$ cat src/rtl/pic_pkg.sv
`default_nettype none
// +-------------------------------------------------------------------+
// | pic_pkg : shared program-memory constants and loader state type    |
// | rev 1.0                                                           |
// +-------------------------------------------------------------------+
package pic_pkg;

  localparam int         PM_ADDR_W  = 11;
  localparam int         PM_DATA_W  = 14;
  localparam logic [7:0] LOADER_HDR = 8'hA5;

  typedef enum logic [3:0] {
    IDLE  = 4'd0,
    HDR   = 4'd1,
    LEN_H = 4'd2,
    LEN_L = 4'd3,
    W_HI  = 4'd4,
    W_LO  = 4'd5,
    WRITE = 4'd6,
    CSUM  = 4'd7,
    DONE  = 4'd8,
    ERR   = 4'd9
  } loader_state_t;

endpackage
`default_nettype wire

$ cat src/rtl/prog_loader.sv
`default_nettype none
// +-------------------------------------------------------------------+
// | prog_loader : framed byte stream -> program RAM write port loader  |
// | rev 1.0                                                           |
// +-------------------------------------------------------------------+
module prog_loader
  import pic_pkg::*;
#(
  parameter int         ADDR_W   = PM_ADDR_W,
  parameter int         DATA_W   = PM_DATA_W,
  parameter logic [7:0] HDR_BYTE = LOADER_HDR
) (
  input  logic              clk,
  input  logic              rst_n,
  input  logic              start,
  input  logic [7:0]        byte_in,
  input  logic              byte_valid,
  output logic              byte_ready,
  output logic [ADDR_W-1:0] Pm_addr_out,
  output logic [DATA_W-1:0] Pm_data_out,
  output logic              Pm_we_out,
  output logic              cpu_hold,
  output logic              done,
  output logic              error,
  output logic [ADDR_W:0]   word_count
);

  localparam logic [16:0] MAX_N = 17'(1) << ADDR_W;

  loader_state_t     state_q, state_d;
  logic [ADDR_W-1:0] addr_q, addr_d;
  logic [ADDR_W:0]   cnt_q, cnt_d;
  logic [15:0]       len_q, len_d;
  logic [7:0]        sum_q, sum_d;
  logic [DATA_W-9:0] hi_q, hi_d;
  logic [DATA_W-1:0] data_q, data_d;
  logic              done_q, done_d;
  logic              err_q, err_d;
  logic              hold_q, hold_d;

  logic              xfer;
  logic [15:0]       len_w;
  logic [ADDR_W:0]   cnt_inc;

  always_comb begin
    byte_ready = 1'b0;
    case (state_q)
      HDR, LEN_H, LEN_L, W_HI, W_LO, CSUM: byte_ready = 1'b1;
      default:                             byte_ready = 1'b0;
    endcase
  end

  assign xfer    = byte_valid && byte_ready;
  assign len_w   = {len_q[15:8], byte_in};
  assign cnt_inc = cnt_q + 1'b1;

  always_comb begin
    state_d = state_q;
    addr_d  = addr_q;
    cnt_d   = cnt_q;
    len_d   = len_q;
    sum_d   = sum_q;
    hi_d    = hi_q;
    data_d  = data_q;
    done_d  = done_q;
    err_d   = err_q;
    hold_d  = hold_q;

    case (state_q)
      IDLE, DONE, ERR: begin
        if (start) begin
          state_d = HDR;
          addr_d  = '0;
          cnt_d   = '0;
          sum_d   = '0;
          done_d  = 1'b0;
          err_d   = 1'b0;
          hold_d  = 1'b1;
        end
      end
      HDR: begin
        if (xfer) begin
          if (byte_in == HDR_BYTE) begin
            state_d = LEN_H;
          end else begin
            state_d = ERR;
            err_d   = 1'b1;
            hold_d  = 1'b0;
          end
        end
      end
      LEN_H: begin
        if (xfer) begin
          len_d[15:8] = byte_in;
          state_d     = LEN_L;
        end
      end
      LEN_L: begin
        if (xfer) begin
          len_d = len_w;
          if (len_w == 16'd0 || {1'b0, len_w} > MAX_N) begin
            state_d = ERR;
            err_d   = 1'b1;
            hold_d  = 1'b0;
          end else begin
            state_d = W_HI;
          end
        end
      end
      W_HI: begin
        if (xfer) begin
          // Only the low six bits of HI belong to the instruction word.
          if (byte_in[7:6] != 2'b00) begin
            state_d = ERR;
            err_d   = 1'b1;
            hold_d  = 1'b0;
          end else begin
            hi_d    = byte_in[DATA_W-9:0];
            sum_d   = sum_q + byte_in;
            state_d = W_LO;
          end
        end
      end
      W_LO: begin
        if (xfer) begin
          data_d  = {hi_q, byte_in};
          sum_d   = sum_q + byte_in;
          state_d = WRITE;
        end
      end
      WRITE: begin
        addr_d  = addr_q + 1'b1;
        cnt_d   = cnt_inc;
        state_d = (16'(cnt_inc) < len_q) ? W_HI : CSUM;
      end
      CSUM: begin
        if (xfer) begin
          hold_d = 1'b0;
          if (byte_in == sum_q) begin
            state_d = DONE;
            done_d  = 1'b1;
          end else begin
            state_d = ERR;
            err_d   = 1'b1;
          end
        end
      end
      default: begin
        state_d = IDLE;
      end
    endcase
  end

  always_ff @(posedge clk or negedge rst_n) begin
    if (!rst_n) begin
      state_q <= IDLE;
      addr_q  <= '0;
      cnt_q   <= '0;
      len_q   <= '0;
      sum_q   <= '0;
      hi_q    <= '0;
      data_q  <= '0;
      done_q  <= 1'b0;
      err_q   <= 1'b0;
      hold_q  <= 1'b0;
    end else begin
      state_q <= state_d;
      addr_q  <= addr_d;
      cnt_q   <= cnt_d;
      len_q   <= len_d;
      sum_q   <= sum_d;
      hi_q    <= hi_d;
      data_q  <= data_d;
      done_q  <= done_d;
      err_q   <= err_d;
      hold_q  <= hold_d;
    end
  end

  // Strobe decoded from state so an asynchronous reset drops it at once.
  assign Pm_we_out   = (state_q == WRITE);
  assign Pm_addr_out = addr_q;
  assign Pm_data_out = data_q;
  assign cpu_hold    = hold_q;
  assign done        = done_q;
  assign error       = err_q;
  assign word_count  = cnt_q;

endmodule
`default_nettype wire

$ cat config.mk
export PLATFORM = sky130hd
export DESIGN_NAME = prog_loader
export DESIGN_NICKNAME = d
export VERILOG_FILES = /design/src/rtl/pic_pkg.sv /design/src/rtl/prog_loader.sv
export SDC_FILE = /design/constraint.sdc
export NUM_CORES = 1
export LEC_CHECK = 0
export CAP_MARGIN = 20
export CELL_PAD_IN_SITES_DETAIL_PLACEMENT = 1
export CELL_PAD_IN_SITES_GLOBAL_PLACEMENT = 2
export CORE_ASPECT_RATIO = 2
export CORE_MARGIN = 2
export CORE_UTILIZATION = 33
export CTS_BUF_LIST = sky130_fd_sc_hd__clkbuf_8
export DETAILED_ROUTE_END_ITERATION = 10
export GPL_TIMING_DRIVEN = 0
export PLACE_DENSITY_LB_ADDON = 0.1
export SETUP_SLACK_MARGIN = 0.5
export SYNTH_ARGS = -nofsm -noshare
export SYNTH_HDL_FRONTEND = slang
export SYNTH_SLANG_ARGS = --single-unit
export TNS_END_PERCENT = 30
$ cat constraint.sdc
create_clock -name clk -period 2.9 [get_ports clk]
set_input_delay 0.58 -clock clk [delete_from_list [all_inputs] [get_ports clk]]
set_output_delay 0.58 -clock clk [all_outputs]
set_load 0.01 [all_outputs]
==> Word level (Yosys, flattened, before mapping) <==
Index checks and enable logic that the tools add are counted.
{ "totals": {"reg_bits": 74, "inputBits": 12} }
{ "op_classes": {"n_addsub": 3, "magnitude_cmp": 2, "eq_ne": 24, "mux": 47, "n_bitwise": 2, "n_reduce_logical": 21} }
{ "ops": {"columns": ["operator", "n"], "rows": [
  ["$mux W4", 10],
  ["$mux W8", 5],
  ["$pmux W4 S8", 1],
  ["$ne A2 B2 Y1 const B", 13],
  ["$pmux W12 S2", 1],
  ["$pmux W8 S3", 1],
  ["$pmux W11 S2", 1],
  ["$mux W1", 21],
  ["$eq A4 B3 Y1 const B", 4],
  ["$gt A16 B12 Y1 const B", 1],
  ["$logic_not A16 Y1", 1],
  ["$lt A12 B16 Y1", 1],
  ["$pmux W8 S2", 1],
  ["$add A12 B1 Y12 const B", 1],
  ["$mux W12", 1],
  ["$add A11 B1 Y11 const B", 1],
  ["$mux W11", 1],
  ["$pmux W1 S5", 2],
  ["$reduce_and A10 Y1", 1],
  ["$reduce_and A9 Y1", 1],
  ["$add A8 B8 Y8", 1],
  ["$eq A4 B2 Y1 const B", 2],
  ["$eq A4 B4 Y1 const B", 2],
  ["$eq A8 B8 Y1", 1],
  ["other kinds (18)", 24]
]} }

==> Depth between registers and ports, before layout <==
{ "logic_depth": {"depth_word": 6, "mapped_depth": 13, "mapped_depth_nobuf": 13} }

==> Worst setup path before layout <==
Ideal clock, no wire load.
{ "synth_path": {"kind": "reg-to-reg", "from": "reg cnt_q[0] (netlist: word_count[0])", "to": "reg state_q[0]", "setup_time_ps": 134, "t_arrival_ps": 2904, "t_required_ps": 2766, "path_slack_ps": -138, "stages_incl_launch_ff": 14, "synth_period_minus_slack_ps": 3038, "path_cell_list": "dfrtp_1 -> ha_1 -> nand3_1 -> nor3_1 -> and3_1 -> nand3_1 -> xnor2_1 -> ha_1 -> nand2_1 -> o21ai_0 -> a2111oi_0 -> a21oi_1 -> a2111oi_0 -> o21ai_0"} }
{ "synth_via": {"elab_chain_cells": 4} }
{ "synth_rtl": {"columns": ["element", "line", "text"], "rows": [
  ["from (decl)", "prog_loader.sv:32", "logic [ADDR_W:0] cnt_q, cnt_d;"],
  ["from (signal assigned)", "prog_loader.sv:169", "cnt_q <= cnt_d;"],
  ["$add A12 B1 Y12", "prog_loader.sv:55", "assign cnt_inc = cnt_q + 1'b1;"],
  ["$lt A12 B16 Y1", "prog_loader.sv:134", "state_d = (16'(cnt_inc) < len_q) ? W_HI : CSUM;"],
  ["$mux W2", "prog_loader.sv:134", null],
  ["$pmux W4 S8", "prog_loader.sv:69", "case (state_q)"],
  ["to (signal assigned)", "prog_loader.sv:167", "state_q <= state_d;"],
  ["to (decl)", "prog_loader.sv:30", "loader_state_t state_q, state_d;"]
]} }
No other way between the ends.
A chain may end at the register's enable or synchronous reset.

==> Worst setup path in the final report <==
{ "layout_path": {"from": "reg state_q[0]", "to": "out Pm_we_out"} }
{ "layout_via": {"elab_chain_cells": 1} }
{ "layout_rtl": {"columns": ["element", "line", "text"], "rows": [
  ["$eq A4 B3 Y1", "prog_loader.sv:181", "assign Pm_we_out = (state_q == WRITE);"],
  ["to (decl)", "prog_loader.sv:21", "output logic Pm_we_out,"]
]} }
No other way between the ends.

==> flow_metrics.tcl <==
set metrics [dict create \
    dr.first_iter.drc_count 101 \
    cts_root_buf "clkbuf_8" \
    wirelength_microns 11800 \
    via_per_inst 5.33 \
    diodes 0 \
    rsz0062_at_grt "true" \
    die_area_sq_mm 0.0135 \
    hold_violations 0 \
    dp.cells 608 \
    hold_class "in -> async" \
    status "completed" \
    grt_pass1_vias 3751 \
    ctsHtreeMaxLevel 3 \
    fmax_mhz 368 \
    ys_types 55 \
    drc 0 \
    dpl_worst_slack_ns -0.589 \
    die_w_microns 83.0 \
    cp.arrival_ns 2.14 \
    antenna_found_initial 0 \
    gp_congestion 0.832 \
    fin_cells 640 \
    avgSynthCellArea_sq_um 10.1 \
    vias 3409 \
    slew_viol_final 0 \
    gr-total-overflow 0 \
    cts.sinks 74 \
    layout_commonest_cell "dfrtp_1" \
    grt_max_degree 47 \
    cap_violations 0 \
    syn_area_sq_mm 0.00412 \
    grt_usage 0.183 \
    design_area_sq_mm 0.00540 \
    fin_ws_ns 0.184 \
    hpwlAfterDp_microns 8650 \
    r2r_slack_ns 0.19 \
    fillers 1383 \
    wl_per_cell_microns 18.5 \
    post_dp_cell_area_sq_mm 0.00487 \
    cts_buffer_depth 2 \
    yosysSeqAreaShare 0.449 \
    start_util 0.338 \
    p_leak_nw 2.55 \
    antenna_left 0 \
    synthAdderAreaFrac 0.0656 \
    worst_r2r_path_depth 12 \
    power_density_mw_per_mm2 628 \
    muxShareOfSynthArea 0.107 \
    synth_edf_count 0 \
    syn_inst 409 \
    end_kind "output pin" \
    ys_ff_latch 74 \
    clk_pin_slew_ns 0.09 \
    row_count 57 \
    period_needed_ns 2.72 \
    yosys_warnings 0 \
    insertion_delay_ns 0.36 \
    portBuffers 51 \
    path_class "reg -> out" \
    holdBufCountCts 0 \
    syn_nets 442 \
    synthArstFlopShare 1.00 \
    layout_common_cells "70 x dfrtp_1, 47 x nand2_1, 42 x clkdlybuf4s50_1" \
    cp_max_fo 10 \
    relSlewSlack 0.615 \
    worst_slew_pin_slew_ns 0.576 \
    skew_ns 0.0131 \
    synth-compound-area-share 0.134 \
    synth_top_family_by_area "simple AND/OR/NAND/NOR gates" \
    die_h_microns 162 \
    max-vdd-ir-drop_uv 396 \
    finalSetupViolCount 0 \
    finalNetCount 521 \
    required_ns 2.32 \
    worst_setup_path_start_kind "flip-flop" \
    drive_gt1_frac 0.243 \
    synth_xor_area_frac 0.0382 \
    area_delta_synth_final_pct 30.9 \
    timing.final.crit_share 0.937 \
    cts_made_buffers 9 \
    core_area_sq_mm 0.0122 \
    timing.rr.start "word_count[1]" \
    synthSimpleGateAreaFrac 0.168 \
    ios 54 \
    first_pass_iters 4 \
    reg2reg_to "state_q[0]" \
    cts_tree "done" \
    ys.flop_type "dfrtp_1" \
    hold_ws_ns 0.140 \
    grt_first_pass_wirelength_microns 19500 \
]
## how the worst max path moves through the flow
| stage | startpoint | endpoint | slack (ns) | cells past startpoint |
|---|---|---|---|---|
| floorplan | word_count[1] | state_q[0] | 0.03 | 13 |
| global placement | rst_n | word_count[0] | -1.82 | 1 |
| detailed placement | word_count[2] | state_q[0] | -0.59 | 12 |
| CTS | word_count[1] | state_q[0] | -0.02 | 12 |
| global route | word_count[1] | state_q[0] | 0.004 | 12 |
| finish | state_q[0] | Pm_we_out | 0.18 | 5 |
## stage by stage
step / setup TNS [ns] / utilization / total power, mW
2_1_floorplan: 0 / - / 2.03
3_3_place_gp: -117.36 / 0.397 / 2.44
5_1_grt: 0 / 0.443 / 3.60
3_5_place_dp: -3.09 / 0.400 / 2.46
4_1_cts: -0.0198 / 0.438 / 3.44
6_report: 0 / 0.443 / 3.39
## synthesized netlist by cell type (2+ instances only)
cell type / number / area (sq um)
a2111oi_0: 2 / 17.5
a21o_1: 4 / 30.0
a21oi_1: 12 / 60.1
a22o_1: 4 / 35.0
a31oi_1: 5 / 31.3
and3_1: 8 / 50.1
and4_1: 4 / 35.0
buf_2: 4 / 20.0
clkbuf_1: 10 / 37.5
dfrtp_1: 74 / 1850
ha_1: 20 / 250
inv_1: 22 / 82.6
mux2_2: 24 / 270
mux2_4: 10 / 150
mux2i_1: 2 / 20.0
nand2_1: 47 / 176
nand2b_1: 5 / 31.3
nand3_1: 17 / 85.1
nand4_1: 5 / 31.3
nor2_1: 25 / 93.8
nor2b_1: 3 / 18.8
nor3_1: 6 / 30.0
nor4_1: 3 / 18.8
o211ai_1: 2 / 15.0
o21ai_0: 31 / 155
o21bai_1: 2 / 15.0
o22ai_1: 4 / 25.0
o2bb2ai_1: 3 / 26.3
o31ai_1: 5 / 37.5
o41ai_1: 2 / 17.5
or2_2: 2 / 12.5
or3_1: 2 / 12.5
or4_1: 2 / 15.0
xnor2_1: 9 / 78.8
xor2_1: 9 / 78.8
## flip-flops by register name, summed over array words and instances, names as in the netlist
| name | count |
|---|---|
| sum_q | 8 |
| word_count | 12 |
| done | 1 |
| Pm_data_out | 14 |
| hi_q | 6 |
| error | 1 |
| state_q | 4 |
| Pm_addr_out | 11 |
| cpu_hold | 1 |
| len_q | 16 |
## cells by family after synthesis
kind of cell,count (synthesis)
compound gates,85
xor+xnor,18
fa+ha+maj,21
buf+inv,39
flops,74
mux,36
simple gates,136
## routing by layer
layer  up-vias  part of all wire  GRT usage
met1      1723              0.39      0.195
met5         -                 0          0
met2        53              0.57      0.356
met3        13             0.026     0.0305
li1       1620                 -          -
met4         0             0.016     0.0641
## repair_timing
item                                    CTS  global route
resized for setup                        48            14
pin swaps                                11             9
buffers inserted                         15             1
endpoints found under the setup margin   23            29
## worst max-delay path, stage by stage (launching register included)
cell and delay, ns:
dfrtp_1 0.47, nand4bb_1 0.23, buf_4 0.19, clkinv_2 0.14
clkbuf_8 0.20, clkdlybuf4s50_1 0.54
## where the power goes
group / internal (mW) / total (mW) / switching (mW)
clock: 0.413 / 0.869 / 0.456
combinational: 0.549 / 1.25 / 0.703
sequential: 1.17 / 1.27 / 0.0985
total: 2.13 / 3.39 / 1.26
## cell type report
| type | instances | area (sq um) | area share |
|---|---|---|---|
| Sequential cell | 74 | 1860 | 0.344 |
| Buffer | 15 | 115 | 0.0213 |
| Multi-Input combinational cell | 296 | 2300 | 0.426 |
| Clock inverter | 7 | 82.6 | 0.0153 |
| Inverter | 24 | 91.3 | 0.0169 |
| Clock buffer | 9 | 124 | 0.0229 |
| Timing Repair Buffer | 68 | 647 | 0.120 |
| Tap cell | 147 | 184 | 0.0341 |
(Power assumes the default switching activity.)
